**config.mk**
```make
export PLATFORM = sky130hd
export DESIGN_NAME = prog_loader_flat
export DESIGN_NICKNAME = d
export VERILOG_FILES = /design/src/rtl/prog_loader_if.sv /design/src/rtl/prog_loader.sv /design/src/flat_wrapper.sv
export SDC_FILE = /design/constraint.sdc
export NUM_CORES = 1
export LEC_CHECK = 0
export CORE_ASPECT_RATIO = 1.2
export CORE_MARGIN = 5
export CORE_UTILIZATION = 45
export CTS_CLUSTER_DIAMETER = 150
export DETAILED_ROUTE_END_ITERATION = 7
export HOLD_SLACK_MARGIN = 0.06
export MAX_ROUTING_LAYER = met4
export PLACE_DENSITY = 0.72
export SYNTH_ARGS = -nofsm -noshare
export SYNTH_HDL_FRONTEND = slang
export SYNTH_SLANG_ARGS = --single-unit
```
**constraint.sdc**
```tcl
create_clock -name clk -period 20.9 [get_ports clk]
set_input_delay 2.09 -clock clk [delete_from_list [all_inputs] [get_ports clk]]
set_output_delay 2.09 -clock clk [all_outputs]
set_load 0.05 [all_outputs]
```
**src/rtl/prog_loader_if.sv**
```systemverilog
// ROM read port and target write bus between prog_loader and its surroundings.
interface prog_loader_if #(
  parameter int unsigned DATA_WIDTH = 32,
  parameter int unsigned ADDR_WIDTH = 8
);
  logic [ADDR_WIDTH-1:0] rom_addr;
  logic [DATA_WIDTH-1:0] rom_data;
  logic                  wr_valid;
  logic                  wr_ready;
  logic [ADDR_WIDTH-1:0] wr_addr;
  logic [DATA_WIDTH-1:0] wr_data;

  modport master (
    output rom_addr,
    input  rom_data,
    output wr_valid,
    input  wr_ready,
    output wr_addr,
    output wr_data
  );

  modport slave (
    input  rom_addr,
    output rom_data,
    input  wr_valid,
    output wr_ready,
    input  wr_addr,
    input  wr_data
  );
endinterface

```
**src/rtl/prog_loader.sv**
```systemverilog
// Copies a program image from a synchronous ROM to a target write port after a
// debounced push-button start. Optional feature macro: PROG_LOADER_CHECKSUM_EN
// (running sum of accepted words, csum_ok when the sum is zero at the end).
module prog_loader #(
  parameter int unsigned DATA_WIDTH      = 32,
  parameter int unsigned ADDR_WIDTH      = 8,
  parameter int unsigned DEBOUNCE_CYCLES = 12000
) (
  input  logic                  clk,
  input  logic                  s_reset,
  input  logic                  start_btn,
  input  logic [ADDR_WIDTH:0]   xfer_len,
  prog_loader_if.master         bus,
  output logic                  busy,
  output logic                  done,
  output logic [3:0]            progress,
  output logic [DATA_WIDTH-1:0] checksum,
  output logic                  csum_ok
);

  localparam int unsigned CNT_W  = ADDR_WIDTH + 1;
  localparam int unsigned PROG_W = CNT_W + 4;
  localparam int unsigned DB_W   = $clog2(DEBOUNCE_CYCLES + 1);
  localparam logic [CNT_W-1:0] FULL_LEN = CNT_W'(1) << ADDR_WIDTH;

  typedef enum logic [2:0] {IDLE, READ, LATCH, WRITE, DONE} state_e;

  logic [1:0]      sync_q;
  logic            deb_q, deb_prev_q;
  logic [DB_W-1:0] db_cnt_q;
  logic            start_c;

  state_e                 state_q, state_d;
  logic [CNT_W-1:0]       cnt_q, cnt_d, len_q, len_d, cnt_inc;
  logic [ADDR_WIDTH-1:0]  rom_addr_q, rom_addr_d, wr_addr_q, wr_addr_d;
  logic [DATA_WIDTH-1:0]  wr_data_q, wr_data_d;
  logic                   wr_valid_q, wr_valid_d, busy_q, busy_d, done_q, done_d;
  logic [3:0]             progress_q, progress_d;
  logic [PROG_W-1:0]      prog_quo;
`ifdef PROG_LOADER_CHECKSUM_EN
  logic [DATA_WIDTH-1:0]  csum_q, csum_d;
  logic                   csum_ok_q, csum_ok_d;
`endif

  // Synchronize the raw button and flip the debounced level only after a full run of equal samples.
  always_ff @(posedge clk) begin
    if (s_reset) begin
      sync_q     <= '0;
      deb_q      <= 1'b0;
      deb_prev_q <= 1'b0;
      db_cnt_q   <= '0;
    end else begin
      sync_q     <= {sync_q[0], start_btn};
      deb_prev_q <= deb_q;
      if (sync_q[1] == deb_q) begin
        db_cnt_q <= '0;
      end else if (db_cnt_q == DB_W'(DEBOUNCE_CYCLES - 1)) begin
        deb_q    <= sync_q[1];
        db_cnt_q <= '0;
      end else begin
        db_cnt_q <= db_cnt_q + DB_W'(1);
      end
    end
  end

  assign start_c = deb_q & ~deb_prev_q;

  // Next-state and next-output logic for the transfer FSM.
  always_comb begin
    state_d    = state_q;
    cnt_d      = cnt_q;
    len_d      = len_q;
    rom_addr_d = rom_addr_q;
    wr_valid_d = wr_valid_q;
    wr_addr_d  = wr_addr_q;
    wr_data_d  = wr_data_q;
    done_d     = done_q;
    cnt_inc    = cnt_q + CNT_W'(1);
`ifdef PROG_LOADER_CHECKSUM_EN
    csum_d     = csum_q;
    csum_ok_d  = csum_ok_q;
`endif
    unique case (state_q)
      IDLE: begin
        if (start_c) begin
          state_d    = READ;
          len_d      = (xfer_len == '0 || xfer_len > FULL_LEN) ? FULL_LEN : xfer_len;
          cnt_d      = '0;
          rom_addr_d = '0;
          done_d     = 1'b0;
`ifdef PROG_LOADER_CHECKSUM_EN
          csum_d     = '0;
          csum_ok_d  = 1'b0;
`endif
        end
      end
      READ: state_d = LATCH;
      LATCH: begin
        wr_data_d  = bus.rom_data;
        wr_addr_d  = rom_addr_q;
        wr_valid_d = 1'b1;
        state_d    = WRITE;
      end
      WRITE: begin
        if (wr_valid_q && bus.wr_ready) begin
          cnt_d      = cnt_inc;
          wr_valid_d = 1'b0;
`ifdef PROG_LOADER_CHECKSUM_EN
          csum_d     = csum_q + wr_data_q;
`endif
          if (cnt_inc == len_q) begin
            state_d = DONE;
            done_d  = 1'b1;
`ifdef PROG_LOADER_CHECKSUM_EN
            csum_ok_d = (csum_d == '0);
`endif
          end else begin
            state_d    = READ;
            rom_addr_d = cnt_inc[ADDR_WIDTH-1:0];
          end
        end
      end
      DONE:    state_d = IDLE;
      default: state_d = IDLE;
    endcase
    busy_d     = (state_d == READ) || (state_d == LATCH) || (state_d == WRITE);
    // Progress is the word count scaled to 16ths of the effective length, saturated at F.
    prog_quo   = (len_d == '0) ? '0 : PROG_W'({cnt_d, 4'b0000}) / PROG_W'(len_d);
    progress_d = (prog_quo > PROG_W'(15)) ? 4'hF : prog_quo[3:0];
  end

  // State and output registers.
  always_ff @(posedge clk) begin
    if (s_reset) begin
      state_q    <= IDLE;
      cnt_q      <= '0;
      len_q      <= '0;
      rom_addr_q <= '0;
      wr_valid_q <= 1'b0;
      wr_addr_q  <= '0;
      wr_data_q  <= '0;
      busy_q     <= 1'b0;
      done_q     <= 1'b0;
      progress_q <= '0;
`ifdef PROG_LOADER_CHECKSUM_EN
      csum_q     <= '0;
      csum_ok_q  <= 1'b0;
`endif
    end else begin
      state_q    <= state_d;
      cnt_q      <= cnt_d;
      len_q      <= len_d;
      rom_addr_q <= rom_addr_d;
      wr_valid_q <= wr_valid_d;
      wr_addr_q  <= wr_addr_d;
      wr_data_q  <= wr_data_d;
      busy_q     <= busy_d;
      done_q     <= done_d;
      progress_q <= progress_d;
`ifdef PROG_LOADER_CHECKSUM_EN
      csum_q     <= csum_d;
      csum_ok_q  <= csum_ok_d;
`endif
    end
  end

  assign bus.rom_addr = rom_addr_q;
  assign bus.wr_valid = wr_valid_q;
  assign bus.wr_addr  = wr_addr_q;
  assign bus.wr_data  = wr_data_q;
  assign busy         = busy_q;
  assign done         = done_q;
  assign progress     = progress_q;
`ifdef PROG_LOADER_CHECKSUM_EN
  assign checksum     = csum_q;
  assign csum_ok      = csum_ok_q;
`else
  assign checksum     = '0;
  assign csum_ok      = done_q;
`endif

endmodule

```
**src/flat_wrapper.sv**
```systemverilog
// flat-port wrapper written by rule: the top's interface ports become plain ports
module prog_loader_flat 
#(
  parameter int unsigned DATA_WIDTH      = 32,
  parameter int unsigned ADDR_WIDTH      = 8,
  parameter int unsigned DEBOUNCE_CYCLES = 12000
)
  (clk, s_reset, start_btn, xfer_len, busy, done, progress, checksum, csum_ok, bus_rom_addr, bus_rom_data, bus_wr_valid, bus_wr_ready, bus_wr_addr, bus_wr_data);
  prog_loader_if #(.DATA_WIDTH(DATA_WIDTH), .ADDR_WIDTH(ADDR_WIDTH)) bus_i ();
  input  logic clk;
  input  logic s_reset;
  input  logic start_btn;
  input  logic [ADDR_WIDTH:0] xfer_len;
  output logic busy;
  output logic done;
  output logic [3:0] progress;
  output logic [DATA_WIDTH-1:0] checksum;
  output logic csum_ok;
  output wire logic [$bits(bus_i.rom_addr)-1:0] bus_rom_addr;
  input wire logic [$bits(bus_i.rom_data)-1:0] bus_rom_data;
  output wire logic [$bits(bus_i.wr_valid)-1:0] bus_wr_valid;
  input wire logic [$bits(bus_i.wr_ready)-1:0] bus_wr_ready;
  output wire logic [$bits(bus_i.wr_addr)-1:0] bus_wr_addr;
  output wire logic [$bits(bus_i.wr_data)-1:0] bus_wr_data;
  assign bus_rom_addr = bus_i.rom_addr;
  assign bus_i.rom_data = bus_rom_data;
  assign bus_wr_valid = bus_i.wr_valid;
  assign bus_i.wr_ready = bus_wr_ready;
  assign bus_wr_addr = bus_i.wr_addr;
  assign bus_wr_data = bus_i.wr_data;
  prog_loader #(.DATA_WIDTH(DATA_WIDTH), .ADDR_WIDTH(ADDR_WIDTH), .DEBOUNCE_CYCLES(DEBOUNCE_CYCLES)) u_core (.clk(clk), .s_reset(s_reset), .start_btn(start_btn), .xfer_len(xfer_len), .bus(bus_i), .busy(busy), .done(done), .progress(progress), .checksum(checksum), .csum_ok(csum_ok));
endmodule
```
; Word-level counts from Yosys, hierarchy flattened
; Index checks and enable logic that the tools add are counted.
[totals]
inputBits = 45
output_inout_bits = 88
register_bits = 94
mem_bits_rw = 0
latch_bits = 0
mem_bits_ro = 0
memories = 0
word_cells = 71
[op_classes]
addsub = 2
shifts = 0
multipliers = 0
order_cmp = 2
n_mux = 22
n_reduce_logical = 14
n_bitwise = 3
eq_ne = 13
div_mod_pow = 1
[op_table]
columns = cell, count
row1 = 9-bit 2-to-1 mux, 5
row2 = 8-bit 2-to-1 mux, 3
row3 = 9-bit logical NOT, 2
row4 = 9-bit one-hot mux with 2 select lines, 1
row5 = 8-bit one-hot mux with 2 select lines, 1
row6 = 14-bit by 1-bit adder with 14-bit output (second input constant), 1
row7 = 14-bit == test (second input constant), 1
row8 = 13-bit by 9-bit divider with 13-bit output, 1
row9 = 13-bit by 4-bit greater-than comparator with 1-bit output (second input constant), 1
row10 = 13-bit 2-to-1 mux, 1
row11 = 3-bit by 2-bit == test with 1-bit output (second input constant), 4
row12 = 3-bit one-hot mux with 4 select lines, 1
row13 = 9-bit by 1-bit adder with 9-bit output (second input constant), 1
row14 = 9-bit == test, 1
row15 = 9-bit greater-than comparator (second input constant), 1
row16 = 3-bit 2-to-1 mux, 3
row17 = 4-bit AND reduction, 2
row18 = 3-bit by 1-bit == test with 1-bit output (second input constant), 2
row19 = 2-bit by 1-bit != test with 1-bit output (second input constant), 3
row20 = 1-bit 2-to-1 mux, 4
row21 = 4-bit 2-to-1 mux, 1
row22 = 1-bit one-hot mux with 2 select lines, 2
row23 = 2-bit AND reduction, 2
row24 = 2-bit nonzero test, 2
row25 = other kinds (8), 11

; Depth between registers and ports, before layout
[logic_depth]
depth_word = 9
mapped_depth = 106
ltp_nobuf = 103

; Least setup slack after synthesis
; No wires, ideal clock.
[synth_timing]
kind = input to register
startpoint = input port xfer_len[0]
endpoint = register u_core.progress_q[0], in the netlist u_core.progress[0]
path_buffers = 4
arrival_time_ns = 22.369
path_stages = 95
setup_time_ns = 0.116
setup_slack_ns = -1.585
required_time_ns = 20.784
path_cell_list = nor4_1 > nand3_1 > ha_1 > nand2b_1 > nor2_1 > a21oi_1 > ha_1 > o21a_1 > o32ai_2 > a21oi_1 > o21ai_0 > mux2_2 > ha_1 > o211ai_1 > nand2_1 > nand3_1 > nor2_1 > o21ai_0 > [... 59 more ...] > ha_1 > a31o_2 > a21o_1 > a21oi_1 > o21ai_0 > o21ai_0 > nand2b_1 > a21oi_1 > o211ai_2 > mux2_1 > ha_1 > o2111ai_1 > a21oi_1 > a2111oi_0 > nor2_1 > nor4_1 > nand4b_1 > o211a_1
[synth_via]
elab_chain_len = 9
word_cells_on_any_way = 11
cone_classes = 1 x div / 2 x order compare / 5 x mux / 3 x reduce/logical
[synth_lines]
columns = element, line
row1 = start: declaration, flat_wrapper.sv:13  ; input logic [ADDR_WIDTH:0] xfer_len;
row2 = 9-bit greater-than comparator / 9-bit logical NOT (equally long branches), prog_loader.sv:87  ; len_d = (xfer_len == '0 || xfer_len > FULL_LEN) ? FULL_LEN : xfer_len;
row3 = 1-bit logical OR, prog_loader.sv:87
row4 = 9-bit 2-to-1 mux *, prog_loader.sv:87
row5 = 9-bit 2-to-1 mux *, prog_loader.sv:85  ; if (start_c) begin
row6 = 9-bit 2-to-1 mux *, prog_loader.sv:83  ; unique case (state_q)
row7 = 13-bit by 9-bit divider with 13-bit output / 9-bit logical NOT (equally long branches), prog_loader.sv:128  ; prog_quo = (len_d == '0) ? '0 : PROG_W'({cnt_d, 4'b0000}) / PROG_W'(len_d);
row8 = 13-bit 2-to-1 mux *, prog_loader.sv:128
row9 = 13-bit by 4-bit greater-than comparator with 1-bit output, prog_loader.sv:129  ; progress_d = (prog_quo > PROG_W'(15)) ? 4'hF : prog_quo[3:0];
row10 = 4-bit 2-to-1 mux *, prog_loader.sv:129
row11 = end signal: assignment, prog_loader.sv:159  ; progress_q <= progress_d;
row12 = end: declaration, prog_loader.sv:38  ; logic [3:0] progress_q, progress_d;
; Every way passes the cells marked *; elsewhere a longest branch is shown, timed or not.
; A chain may end at the register's enable or synchronous reset.

; Worst setup path after layout
[layout_timing]
startpoint = input port xfer_len[3]
endpoint = register u_core.progress_q[0], in the netlist u_core.progress[0]
; The elaborated chain is that of the path after synthesis.

==> impl.org <==
** Placed design
- Once placement completed, the tool counted placed cells totaling 1594.
- RD Place Congestion :: 0.938
- Detailed placement ended at an HPWL of 20500 um.
- OpenSTA, run right after detailed placement, puts the worst setup slack at -1630 ps.
- In this run the tool buffered the top-level ports with 100 buffer cells.

** Synthesis
- Number of warning messages in the yosys log :: 0
- Mapped cell area :: 8250 um2
- Yosys mapped the design onto 87 distinct sky130hd cell types.
- Mean cell area of the mapped netlist :: 7.70 um2
- Among all flip-flop cells after synthesis, the most frequent one is sky130_fd_sc_hd__dfxtp_1.
- Count of flip-flops with a built-in enable after synthesis :: 0
- Gate count after technology mapping :: 1072
- Proportion of synthesized flip-flops having asynchronous set or reset :: 0%
- Share of synthesized area occupied by flip-flops and latches :: 22.8%
- Register bit count reported by yosys :: 94

** STA
- Timing would allow up to 46.1 MHz.
- Final-report max-slew violation count :: 0
- Setup Viol. Count Final :: 1
- Setup repair after global routing could not meet its margin everywhere.
- The worst path uses 104% of the clock period.
- Headroom to the max-slew limit :: 37.9%
- The final count of hold timing violations was 0.
- Once routing completed, OpenROAD measured the worst setup slack at -779 ps.
- Summed negative setup slack over all endpoints :: -779 ps
- Worst-case clock skew :: 10.8 ps
- Slew @ Worst Pin :: 905 ps
- Tmin final :: 21680 ps

** Clock tree
- The cell sitting at the root of the clock tree is a sky130_fd_sc_hd__clkbuf_16.
- The longest clock path from root to sink contains 2 buffers.
- H-tree lvl count :: 3
- For this design, the sink count on the clock tree is 94.
- CTS tree :: built
- Total of hold buffers inserted after clock tree synthesis :: 0
- Number of clock buffers inserted by TritonCTS :: 9
- Clock Pin Slew Worst Setup and Hold Paths :: 70 ps
- Clock latency of the later-clocked register in the worst-skew pair :: 340 ps

** Detailed routing
- After detailed routing, the average wire length per cell comes to 17.7 um.
- Vias per cell :: 5.65
- Iteration count of the initial detailed-routing pass :: 7
- Number of DRC markers in iteration 0 :: 632
- Detailed routing inserted a total of 9472 vias.
- Total Wirelength :: 29600 um
- Antenna Violating Nets Remaining :: 0
- In the routed design, unresolved DRC markers number 0.

** Hold path
- The startpoint identified for the worst hold timing path is u_core.bus.wr_data[21]$_SDFFE_PP0P_.
- The worst hold path terminates at u_core.bus.wr_data[21]$_SDFFE_PP0P_.
- Counting instances, the worst hold path has a depth of 2.
- The worst hold path belongs to the class flip-flop to flip-flop.

** GRT
- The initial antenna violation count came to 0.
- Gr usage total :: 25.9%
- The first global-routing pass estimated 43500 um of wire.
- Entering global routing, the biggest net connects 78 pins.
- Congestion Overflow GR :: 0
- Number of global-route vias before repair :: 8948

** Critical path
- Capturing point of the worst reg2reg path :: u_core.progress[0]$_SDFF_PP0_
- Cell depth of the worst flop-to-flop path :: 96
- STA classifies the critical path endpoint as a flip-flop.
- Top fanout value on the critical path :: 7
- Critical path start-end classification :: input port to flip-flop
- Reg-to-reg setup timing slack :: 580 ps
- Type of element launching the critical path :: input port
- Largest incremental delay on the critical path :: 490 ps
- The worst register-to-register path begins at u_core.deb_q$_SDFFE_PP0P_.
- Crit-path most repeated cell :: sky130_fd_sc_hd__ha_4
- The slowest stage of the critical path belongs to the cell sky130_fd_sc_hd__a2111o_1.
- Data on the critical path is required at its endpoint by 21140 ps.
- STA puts the critical path data arrival time at 21920 ps.

** Pwr
- Power per cell area :: 29.2 nW/um2
- Across the VDD grid, the largest voltage drop is 0.0000392 V.
- Summed over all nets, the switching power comes to 0.0923 mW.
- Leakage power :: 5.52 nW
- Registers are responsible for 47.7% of the overall power.
- The share of total power dissipated in the clock network is 44.1%.
- Total power after layout :: 0.376 mW
- Cell internal power dissipation :: 0.284 mW
- Switching share of total power :: 24.5%
- Combinational cells account for 8.2% of the total power.

** Floorplanning
- Top Ports :: 133
- Area enclosed by the die boundary :: 21200 um2
- Initial Utilization :: 45.6%
- The die is 134 um wide.
- The region available for standard cell placement spans 18100 um2.
- Measured along the y axis, the die boundary spans 158 um.
- The floorplan has 54 rows.

** Outcome
- Violated checks :: setup timing
- The flow ran to the end, but the final reports show violations.

** Layout
- In the final layout, the share of cells above drive strength 1 is 34.8%.
- Relative to the synthesized area, the layout overhead comes to 56.0%.
- Number of fillers in the final layout :: 1298
- For this run, the number of standard cells in the final layout without fillers is 1677.
- The repair_antennas step left the layout with diodes totalling 0.
- Nets :: 1575

** Flow run
- Across the run, the number of max-cap violations was 0.
-- metal layers --
| layer | global-route usage, % | part of all wire [%] | up-vias |
|---|---|---|---|
| met5 | - | 0 | - |
| met3 | 3.07 | 5.6 | 111 |
| met2 | 45.9 | 50 | 381 |
| li1 | - | - | 4552 |
| met4 | 11.4 | 4.6 | 0 |
| met1 | 29.7 | 40 | 4428 |
-- power groups by stage --
| stage | combinational (mW) | clock (mW) | sequential (mW) |
|---|---|---|---|
| final | 0.0310 | 0.166 | 0.179 |
| after global routing | 0.0323 | 0.176 | 0.179 |
| after CTS | 0.0293 | 0.169 | 0.179 |
| after detailed placement | 0.0293 | 0 | 0.183 |
| after global placement | 0.0292 | 0 | 0.184 |
| after floorplan | 0.0218 | 0 | 0.183 |
-- worst max-delay path, delay by kind of cell --
family          cells  cell delay [ps]
compound gates     51             9840
simple gates       24             3650
fa+ha+maj          13             3630
mux                 5             1650
buf+inv             6             1020
-- cells in the final DEF (no fill, tap or decap), types with 6 or more instances in the layout --
cell,n
sky130_fd_sc_hd__inv_1,29
sky130_fd_sc_hd__a21oi_2,18
sky130_fd_sc_hd__mux2_4,12
sky130_fd_sc_hd__clkdlybuf4s50_1,90
sky130_fd_sc_hd__mux2_2,10
sky130_fd_sc_hd__and3_1,10
sky130_fd_sc_hd__nand3_1,26
sky130_fd_sc_hd__dfxtp_1,94
sky130_fd_sc_hd__o21bai_1,6
sky130_fd_sc_hd__ha_1,53
sky130_fd_sc_hd__nor2b_1,11
sky130_fd_sc_hd__clkbuf_16,9
sky130_fd_sc_hd__o21a_1,15
sky130_fd_sc_hd__nor3_1,21
sky130_fd_sc_hd__xor2_1,28
sky130_fd_sc_hd__conb_1,32
sky130_fd_sc_hd__xnor2_1,42
sky130_fd_sc_hd__a21o_1,18
sky130_fd_sc_hd__a31oi_1,13
sky130_fd_sc_hd__nand2b_1,16
sky130_fd_sc_hd__mux2i_1,6
sky130_fd_sc_hd__buf_4,292
sky130_fd_sc_hd__o21ai_2,7
sky130_fd_sc_hd__a21oi_1,79
sky130_fd_sc_hd__ha_4,25
sky130_fd_sc_hd__or2_2,7
sky130_fd_sc_hd__a21oi_4,9
sky130_fd_sc_hd__o21ai_0,26
sky130_fd_sc_hd__o211ai_1,8
sky130_fd_sc_hd__nand2_1,137
sky130_fd_sc_hd__nor2_2,6
sky130_fd_sc_hd__o21ai_1,18
sky130_fd_sc_hd__or3_1,8
sky130_fd_sc_hd__o31ai_1,7
sky130_fd_sc_hd__nor2_1,94
-- Yosys cell counts (24+ instances only) --
| library cell | instances | area [um2] |
|---|---|---|
| sky130_fd_sc_hd__nand2_1 | 144 | 541 |
| sky130_fd_sc_hd__dfxtp_1 | 94 | 1880 |
| sky130_fd_sc_hd__o21ai_0 | 40 | 200 |
| sky130_fd_sc_hd__nor3_1 | 24 | 120 |
| sky130_fd_sc_hd__nor2_1 | 103 | 387 |
| sky130_fd_sc_hd__buf_4 | 34 | 255 |
| sky130_fd_sc_hd__xnor2_1 | 42 | 368 |
| sky130_fd_sc_hd__xor2_1 | 28 | 245 |
| sky130_fd_sc_hd__inv_1 | 31 | 116 |
| sky130_fd_sc_hd__a21oi_1 | 105 | 526 |
| sky130_fd_sc_hd__ha_1 | 81 | 1010 |
| sky130_fd_sc_hd__nand3_1 | 33 | 165 |
-- layout make-up --
cell class / count / area, um2 / area share [%]
timing repair buffer: 397 / 3240 / 25.2
inverter: 33 / 126 / 0.981
multi-input combinational: 913 / 7040 / 54.7
sequential: 94 / 1880 / 14.6
tap: 224 / 280 / 2.18
clock inverter: 7 / 77.6 / 0.602
clock buffer: 9 / 225 / 1.75
-- state kept, by name, summed over array words and instances, names as in the netlist, 2 cells and up --
register             flops
u_core.bus.wr_addr       8
u_core.progress          4
u_core.db_cnt_q         14
u_core.len_q             9
u_core.bus.rom_addr      8
u_core.bus.wr_data      32
u_core.state_q           3
u_core.cnt_q             9
u_core.sync_q            2
-- cell families (layout without fill, tap and decap cells) --
kind of cell / after synthesis / in the layout / synth area share [%]
fa+ha+maj: 82 / 82 / 12.5
flops: 94 / 94 / 22.8
compound gates: 295 / 295 / 23.7
simple gates: 400 / 400 / 22.8
mux: 34 / 34 / 4.52
xor+xnor: 70 / 70 / 7.43
other cells: 1 / 32 / 0.0454
buf+inv: 96 / 446 / 6.25
-- stage by stage --
stage | util, % | cell area (um2) | hold slack, ps
floorplan | - | 8750 | 414
global placement | 62.7 | 11400 | 431
detailed placement | 62.7 | 11400 | 442
CTS | 67.9 | 12300 | 456
global route | 71.1 | 12900 | 470
finish | 71.1 | 12900 | 453
-- timing repair --
action / in CTS / in global routing
setup endpoints to repair: 1 / 1
buffers inserted: 35 / 32
pin swaps: 82 / 86
gates resized for setup: 93 / 64
-- how the worst max path moves through the flow --
stage / start / end / slack, ps / cells after the start
4_1_cts: xfer_len[2] / u_core.progress[0]$_SDFF_PP0_ / 20 / 95
3_5_place_dp: xfer_len[0] / u_core.progress[0]$_SDFF_PP0_ / -1630 / 94
6_report: xfer_len[3] / u_core.progress[0]$_SDFF_PP0_ / -780 / 99
3_3_place_gp: xfer_len[0] / u_core.progress[0]$_SDFF_PP0_ / -960 / 93
5_1_grt: xfer_len[6] / u_core.progress[0]$_SDFF_PP0_ / -1570 / 97
2_1_floorplan: xfer_len[0] / u_core.progress[0]$_SDFF_PP0_ / 10 / 98
No activity file was read; power rests on OpenSTA's default activity.
